==> config.mk <==
export PLATFORM = sky130hd
export DESIGN_NAME = audio_dac_tx_flat
export DESIGN_NICKNAME = d
export VERILOG_FILES = /design/src/rtl/audio_dac_tx_if.sv /design/src/rtl/audio_dac_tx.sv /design/src/flat_wrapper.sv
export SDC_FILE = /design/constraint.sdc
export NUM_CORES = 1
export LEC_CHECK = 0
export ABC_CLOCK_PERIOD_IN_PS = 2600
export BUFFER_PORTS_ARGS = -buffer_cell sky130_fd_sc_hd__clkbuf_2
export CAP_MARGIN = 30
export CORE_MARGIN = 1
export CORE_UTILIZATION = 45
export DETAILED_ROUTE_END_ITERATION = 8
export PLACE_DENSITY = 0.76
export SYNTH_ARGS = -nofsm -noshare
export SYNTH_HDL_FRONTEND = slang
export SYNTH_SLANG_ARGS = --single-unit
==> constraint.sdc <==
create_clock -name clk -period 2.6 [get_ports clk]
set_clock_uncertainty 0.2 [all_clocks]
set_input_delay 0 -clock clk [delete_from_list [all_inputs] [get_ports clk]]
set_output_delay 0 -clock clk [all_outputs]
set_load 0.02 [all_outputs]
==> src/rtl/audio_dac_tx_if.sv <==
// Sample-pair stream into the DAC transmitter: one left/right pair per valid/ready beat.
interface audio_dac_tx_if #(
   parameter int DATA_WIDTH = 16
);
   logic                  s_valid;
   logic                  s_ready;
   logic [DATA_WIDTH-1:0] s_left;
   logic [DATA_WIDTH-1:0] s_right;

   modport master (output s_valid, output s_left, output s_right, input s_ready);
   modport slave  (input s_valid, input s_left, input s_right, output s_ready);
endinterface

==> src/rtl/audio_dac_tx.sv <==
// I2S playback transmitter: buffers stereo pairs and shifts them onto DACDAT,
// timed by codec-mastered BCLK/DACLRCK that are resynchronised onto clk.
//
// state     | meaning
// WAIT_SYNC | after reset; idle until the first DACLRCK falling edge
// LEFT      | shifting the left word, MSB first, then zero padding
// RIGHT     | shifting the held right word, MSB first, then zero padding
module audio_dac_tx #(
   parameter int DATA_WIDTH = 16,
   parameter int FIFO_DEPTH = 4
) (
   input  logic                          clk,
   input  logic                          reset,
   audio_dac_tx_if.slave                 s_bus,
   input  logic                          audio_BCLK,
   input  logic                          audio_DACLRCK,
   output logic                          audio_DACDAT,
   output logic                          underrun,
   output logic [$clog2(FIFO_DEPTH):0]   level
);

   localparam int AW = $clog2(FIFO_DEPTH);
   localparam int CW = $clog2(DATA_WIDTH + 1);
   localparam logic [AW:0]   FULL_LVL = FIFO_DEPTH[AW:0];
   localparam logic [CW-1:0] CNT_FULL = DATA_WIDTH[CW-1:0];

   typedef enum logic [1:0] {WAIT_SYNC, LEFT, RIGHT} state_t;

   state_t state, state_nxt;

   logic bclk_s1, bclk_s2, bclk_s3;
   logic lrck_s1, lrck_s2, lrck_s3;
   logic [1:0] warm_cnt;
   logic edge_en, bclk_fall, lrck_fall, lrck_rise, frame_start;

   logic [DATA_WIDTH-1:0] mem_l [FIFO_DEPTH];
   logic [DATA_WIDTH-1:0] mem_r [FIFO_DEPTH];
   logic [AW-1:0] wr_ptr, rd_ptr;
   logic fifo_empty, push, pop;

   logic [DATA_WIDTH-1:0] shift_q, shift_nxt;
   logic [DATA_WIDTH-1:0] hold_r_q, hold_r_nxt;
   logic [CW-1:0] cnt_q, cnt_nxt;
   logic dat_nxt;

   // lrck_s3 tracks the pin freely during warm-up, then only on BCLK falls,
   // so LRCK transitions are always judged at a bit boundary.
   always_ff @(posedge clk) begin
      if (reset) begin
         bclk_s1  <= 1'b0;
         bclk_s2  <= 1'b0;
         bclk_s3  <= 1'b0;
         lrck_s1  <= 1'b0;
         lrck_s2  <= 1'b0;
         lrck_s3  <= 1'b0;
         warm_cnt <= 2'd3;
      end else begin
         bclk_s1 <= audio_BCLK;
         bclk_s2 <= bclk_s1;
         bclk_s3 <= bclk_s2;
         lrck_s1 <= audio_DACLRCK;
         lrck_s2 <= lrck_s1;
         if (!edge_en || bclk_fall) begin
            lrck_s3 <= lrck_s2;
         end
         if (warm_cnt != 2'd0) begin
            warm_cnt <= warm_cnt - 2'd1;
         end
      end
   end

   assign edge_en     = (warm_cnt == 2'd0);
   assign bclk_fall   = edge_en & bclk_s3 & ~bclk_s2;
   assign lrck_fall   = bclk_fall & lrck_s3 & ~lrck_s2;
   assign lrck_rise   = bclk_fall & ~lrck_s3 & lrck_s2;
   assign frame_start = lrck_fall & ~reset;

   assign fifo_empty    = (level == '0);
   assign s_bus.s_ready = ~reset & (level != FULL_LVL);
   assign push          = s_bus.s_valid & s_bus.s_ready;
   assign pop           = frame_start & ~fifo_empty;
   assign underrun      = frame_start & fifo_empty;

   always_ff @(posedge clk) begin
      if (push) begin
         mem_l[wr_ptr] <= s_bus.s_left;
         mem_r[wr_ptr] <= s_bus.s_right;
      end
   end

   always_ff @(posedge clk) begin
      if (reset) begin
         wr_ptr <= '0;
         rd_ptr <= '0;
         level  <= '0;
      end else begin
         if (push) begin
            wr_ptr <= wr_ptr + 1'b1;
         end
         if (pop) begin
            rd_ptr <= rd_ptr + 1'b1;
         end
         case ({push, pop})
            2'b10:   level <= level + 1'b1;
            2'b01:   level <= level - 1'b1;
            default: level <= level;
         endcase
      end
   end

   always_ff @(posedge clk) begin
      if (reset) begin
         state        <= WAIT_SYNC;
         shift_q      <= '0;
         hold_r_q     <= '0;
         cnt_q        <= '0;
         audio_DACDAT <= 1'b0;
      end else begin
         state        <= state_nxt;
         shift_q      <= shift_nxt;
         hold_r_q     <= hold_r_nxt;
         cnt_q        <= cnt_nxt;
         audio_DACDAT <= dat_nxt;
      end
   end

   // Left word goes straight into the shifter; only right needs holding for later.
   always_comb begin
      state_nxt  = state;
      shift_nxt  = shift_q;
      hold_r_nxt = hold_r_q;
      cnt_nxt    = cnt_q;
      dat_nxt    = audio_DACDAT;
      if (frame_start) begin
         state_nxt  = LEFT;
         shift_nxt  = pop ? mem_l[rd_ptr] : '0;
         hold_r_nxt = pop ? mem_r[rd_ptr] : '0;
         cnt_nxt    = CNT_FULL;
         dat_nxt    = 1'b0;
      end else if (lrck_rise && state != WAIT_SYNC) begin
         state_nxt = RIGHT;
         shift_nxt = hold_r_q;
         cnt_nxt   = CNT_FULL;
         dat_nxt   = 1'b0;
      end else if (bclk_fall && state != WAIT_SYNC) begin
         if (cnt_q != '0) begin
            dat_nxt   = shift_q[DATA_WIDTH-1];
            shift_nxt = {shift_q[DATA_WIDTH-2:0], 1'b0};
            cnt_nxt   = cnt_q - 1'b1;
         end else begin
            dat_nxt = 1'b0;
         end
      end
   end

endmodule
==> src/flat_wrapper.sv <==
// flat-port wrapper written by rule: the top's interface ports become plain ports
module audio_dac_tx_flat 
#(
   parameter int DATA_WIDTH = 16,
   parameter int FIFO_DEPTH = 4
)
  (clk, reset, audio_BCLK, audio_DACLRCK, audio_DACDAT, underrun, level, s_bus_s_valid, s_bus_s_left, s_bus_s_right, s_bus_s_ready);
  audio_dac_tx_if #(.DATA_WIDTH(DATA_WIDTH)) s_bus_i ();
  input  logic clk;
  input  logic reset;
  input  logic audio_BCLK;
  input  logic audio_DACLRCK;
  output logic audio_DACDAT;
  output logic underrun;
  output logic [$clog2(FIFO_DEPTH):0] level;
  input wire logic [$bits(s_bus_i.s_valid)-1:0] s_bus_s_valid;
  input wire logic [$bits(s_bus_i.s_left)-1:0] s_bus_s_left;
  input wire logic [$bits(s_bus_i.s_right)-1:0] s_bus_s_right;
  output wire logic [$bits(s_bus_i.s_ready)-1:0] s_bus_s_ready;
  assign s_bus_i.s_valid = s_bus_s_valid;
  assign s_bus_i.s_left = s_bus_s_left;
  assign s_bus_i.s_right = s_bus_s_right;
  assign s_bus_s_ready = s_bus_i.s_ready;
  audio_dac_tx #(.DATA_WIDTH(DATA_WIDTH), .FIFO_DEPTH(FIFO_DEPTH)) u_core (.clk(clk), .reset(reset), .s_bus(s_bus_i), .audio_BCLK(audio_BCLK), .audio_DACLRCK(audio_DACLRCK), .audio_DACDAT(audio_DACDAT), .underrun(underrun), .level(level));
endmodule
==> PnR_summary.wiki <==
{| class="wikitable"
! Metric !! Value
|-
| Met3 GRT Util || 0.04624
|-
| Synth Net Count || 506
|-
| Wire length reported by the detailed router || 13,490 um
|-
| Peak VDD IR || 639.8 uV
|-
| Total Nets Final || 591
|-
| Launch point of the worst path || u_core.lrck_s3
|-
| Critical path's largest stage delay || 420 ps
|-
| Setup Fix Bufs, Post-CTS || 0
|-
| Critical hold path startpoint || s_bus_s_right[5]
|-
| RePlAce Congestion || 0.7892
|-
| DR vias/cell || 5.547
|-
| Outcome || complete, no violations
|-
| Path category of the worst min-delay check || in -> reg
|-
| RSZ-0062 raised after global routing || false
|-
| Max-cap violation count || 0
|-
| Cell Pwr Density || 683.8 nW/um^2
|-
| Drc violations || 0
|-
| Global Route met1 Usage || 0.2322
|-
| Initial core utilization || 0.4606
|-
| Prevailing post-synth register cell || sky130_fd_sc_hd__edfxtp_1
|-
| Worst reg2reg path startpoint || u_core.lrck_s3
|-
| Die Height || 129.3 um
|-
| Kind of capture point of the worst setup path || register
|-
| Number of enable flip-flop cells after synthesis || 128
|-
| Routed wire length per instance || 17.40 um
|-
| Number of max-slew violations in the final report || 0
|-
| Number of library cell types mapped by synthesis || 46
|-
| Standby leakage power || 2.956 nW
|-
| Ratio of cells with drive above 1 in the final layout || 0.2576
|-
| Vias post-DR || 4,299
|-
| Buffer type at the clock tree root || sky130_fd_sc_hd__clkbuf_16
|-
| Critical path type || reg -> reg
|-
| Die span in x || 129.3 um
|-
| Worst-path maximum fanout || 5
|-
| Pin count of the biggest net entering global routing || 36
|-
| First-pass GRT wire length || 22,530 um
|-
| Post-layout utilization of the core || 0.5565
|-
| CTS max path bufs || 2
|-
| Crit path max-delay cell type || sky130_fd_sc_hd__or3b_4
|-
| H-tree depth || 4
|-
| GRT Max-Usage Layer || met2
|-
| Number of antenna-violating nets in the routed design || 0
|-
| Total I/O pin count || 43
|-
| Global-route usage over all layers || 0.1804
|-
| Clock latency on the worst-skew pair || 430 ps
|-
| Worst Path Buf+Inv || 1
|-
| Floorplan Core Area || 15,830 um^2
|-
| Post-synth ARST share || 0
|-
| Inserted Clock Buffers || 17
|-
| Grt ovf || 0
|-
| Std-Cell Rows || 46
|-
| Synth area leaders || sky130_fd_sc_hd__edfxtp_1 (53%), sky130_fd_sc_hd__dfxtp_1 (16%), sky130_fd_sc_hd__mux4_2 (9.9%)
|-
| Number of global-route vias before repair || 4,480
|-
| Post-route minimum period || 2488 ps
|-
| Floorplan die area || 16,710 um^2
|-
| Fraction of the yosys area taken by sequential cells || 0.6838
|-
| Worst max-slew margin expressed relative to the limit || 0.5942
|-
| Antenna violations before repair || 0
|-
| Kind of cell adding the most delay to the critical path || simple AND/OR/NAND/NOR gates
|-
| Highest clock rate || 402.0 MHz
|-
| Count of inserted antenna diode cells || 0
|-
| Area fraction of the dominant cell type after synthesis || 0.5273
|-
| Worst path required time || 2750 ps
|-
| Synth area leader || sky130_fd_sc_hd__edfxtp_1
|-
| Critical path launch point type || register
|-
| Worst-path cell chain || or3b_4, nor3_4, ha_4, inv_1, fa_1, xor2_1, or3_1, a21oi_1
|-
| Final hold viol count || 0
|-
| Number of instances in the synthesized netlist || 461
|-
| I/O Buffers || 42
|-
| Data arrival, critical path || 2640 ps
|-
| Total half-perimeter wirelength after legalization and detailed placement || 8374 um
|-
| Final setup vio count || 0
|-
| Synth-to-layout area growth || 20.84%
|-
| Minimum hold slack || 126.8 ps
|-
| Global-route met2 utilization || 0.2951
|-
| Mapped Area || 7289 um^2
|-
| 1st-pass router iterations || 4
|-
| Flip-flop and latch count after synthesis || 185
|-
| Period utilization || 0.9567
|-
| Clk sink count || 185
|-
| DRC violation total after the first TritonRoute iteration || 330
|-
| Worst slew pin tran || 608.8 ps
|-
| Average cell area after synthesis || 15.81 um^2
|-
| Clock tree from TritonCTS || yes
|-
| Post-CTS clock slew at the launch and capture registers of the worst setup and hold paths || 70 ps
|-
| Number of warnings reported in the yosys synthesis log || 0
|}
[layout by cell type (no fill, tap or decap), types with 6 or more instances in the layout]
cell type,synthesis,routed
sky130_fd_sc_hd__dlygate4sd3_1,0,38
sky130_fd_sc_hd__buf_12,0,6
sky130_fd_sc_hd__clkbuf_16,0,17
sky130_fd_sc_hd__edfxtp_1,128,128
sky130_fd_sc_hd__nand2_1,20,20
sky130_fd_sc_hd__inv_1,13,13
sky130_fd_sc_hd__nor2_1,15,15
sky130_fd_sc_hd__a21o_1,15,15
sky130_fd_sc_hd__nor2b_1,6,6
sky130_fd_sc_hd__nand4_1,19,19
sky130_fd_sc_hd__o31ai_1,17,17
sky130_fd_sc_hd__a311oi_1,15,15
sky130_fd_sc_hd__buf_4,1,13
sky130_fd_sc_hd__a21oi_1,6,6
sky130_fd_sc_hd__clkbuf_2,2,42
sky130_fd_sc_hd__mux4_2,32,32
sky130_fd_sc_hd__dfxtp_1,57,55
sky130_fd_sc_hd__ha_1,7,6
sky130_fd_sc_hd__a22o_1,15,15
sky130_fd_sc_hd__nor3_1,19,19
[where the power goes]
group / leakage (nW) / total (W) / internal [W] / switching (W)
combinational: 1.04 / 0.000271 / 0.000130 / 0.000141
sequential: 1.62 / 0.00324 / 0.00322 / 0.0000213
clock: 0.288 / 0.00252 / 0.00136 / 0.00116
total: 2.96 / 0.00602 / 0.00471 / 0.00132
[routing by layer]
layer / share of wire / up-vias
met1: 0.43 / 2183
met3: 0.048 / 12
met2: 0.51 / 116
li1: - / 1988
met5: 0 / -
met4: 0.0097 / 0
[per-stage QoR]
stage                     cells  TNS, ps  setup WS (ps)  power, W  cell area (um^2)
after detailed placement    705        0          120.3  0.003534              7850
after global placement      705        0          196.3  0.003514              7850
final                       775        0          112.5  0.006023              8808
after CTS                   775        0          109.7  0.006074              8808
after floorplan             461   -3.605         -3.605  0.003426              7332
after global routing        775        0          31.98  0.006225              8808
[cells by family (layout without fill, tap and decap cells)]
family                     Yosys count  in the layout  synth area share
AOI/OAI and AO/OA                   80             80           0.08514
xor gates and xnor gates             9              9           0.01081
adders and majority gates            8              8           0.01476
buffers and inverters               46            144           0.02952
DFF                                185            185            0.6838
muxes                               33             33            0.1004
and+or+nand+nor                    100            100           0.07552
[cells in the mapped netlist (2+ instances only)]
master,number
sky130_fd_sc_hd__o21ai_0,2
sky130_fd_sc_hd__a21oi_1,6
sky130_fd_sc_hd__nor2_2,2
sky130_fd_sc_hd__edfxtp_1,128
sky130_fd_sc_hd__buf_2,11
sky130_fd_sc_hd__a211oi_1,2
sky130_fd_sc_hd__a22oi_1,2
sky130_fd_sc_hd__nor2b_1,6
sky130_fd_sc_hd__xnor2_1,4
sky130_fd_sc_hd__clkbuf_2,2
sky130_fd_sc_hd__a22o_1,15
sky130_fd_sc_hd__xor2_1,5
sky130_fd_sc_hd__buf_6,3
sky130_fd_sc_hd__a21o_1,15
sky130_fd_sc_hd__or2_2,2
sky130_fd_sc_hd__mux4_2,32
sky130_fd_sc_hd__nand2_1,20
sky130_fd_sc_hd__dfxtp_1,57
sky130_fd_sc_hd__nand4_1,19
sky130_fd_sc_hd__and2_1,5
sky130_fd_sc_hd__o31ai_1,17
sky130_fd_sc_hd__inv_1,13
sky130_fd_sc_hd__nor3_1,19
sky130_fd_sc_hd__nand2b_1,2
sky130_fd_sc_hd__clkbuf_1,15
sky130_fd_sc_hd__a31oi_1,3
sky130_fd_sc_hd__ha_1,7
sky130_fd_sc_hd__nor2_1,15
sky130_fd_sc_hd__a311oi_1,15
[area by class of cell]
| type | count | area [um^2] |
|---|---|---|
| Fill cell | 1248 | 7019 |
| Sequential cell | 185 | 4987 |
| Multi-Input combinational cell | 230 | 2116 |
| Timing Repair Buffer | 99 | 808.3 |
| Clock buffer | 17 | 425.4 |
| Tap cell | 216 | 270.3 |
| Clock inverter | 15 | 152.6 |
| Inverter | 13 | 48.80 |
[sequential cells by signal, indices dropped and copies added (netlist names), 2 cells and up, named ones only]
name	count
u_core.cnt_q	5
u_core.warm_cnt	2
u_core.hold_r_q	16
u_core.mem_r	64
u_core.wr_ptr	2
u_core.rd_ptr	2
u_core.mem_l	64
u_core.state	2
u_core.shift_q	16
u_core.level	3
[what timing repair did]
| item | CTS | global route |
|---|---|---|
| hold buffers | 38 | 0 |
| gates resized for setup | 0 | 0 |
| endpoints found under the hold margin | 160 | 0 |
[worst register-to-register path: stages (launching register included)]
cell,delay (ps)
sky130_fd_sc_hd__dfxtp_2,350
sky130_fd_sc_hd__or3b_4,420
sky130_fd_sc_hd__nor3_4,260
sky130_fd_sc_hd__ha_4,170
sky130_fd_sc_hd__inv_1,50
sky130_fd_sc_hd__fa_1,370
sky130_fd_sc_hd__xor2_1,160
sky130_fd_sc_hd__or3_1,300
sky130_fd_sc_hd__a21oi_1,140
[worst paths after layout]
path | slack (ps) | end | cells after the start
hold reg to reg | 250 | u_core.lrck_s2 | 1
setup reg to reg | 110 | u_core.level[2] | 8
hold / removal | 130 | u_core.mem_r[0][5] | 2
setup / recovery | 110 | u_core.level[2] | 8
(Power assumes the default switching activity.)
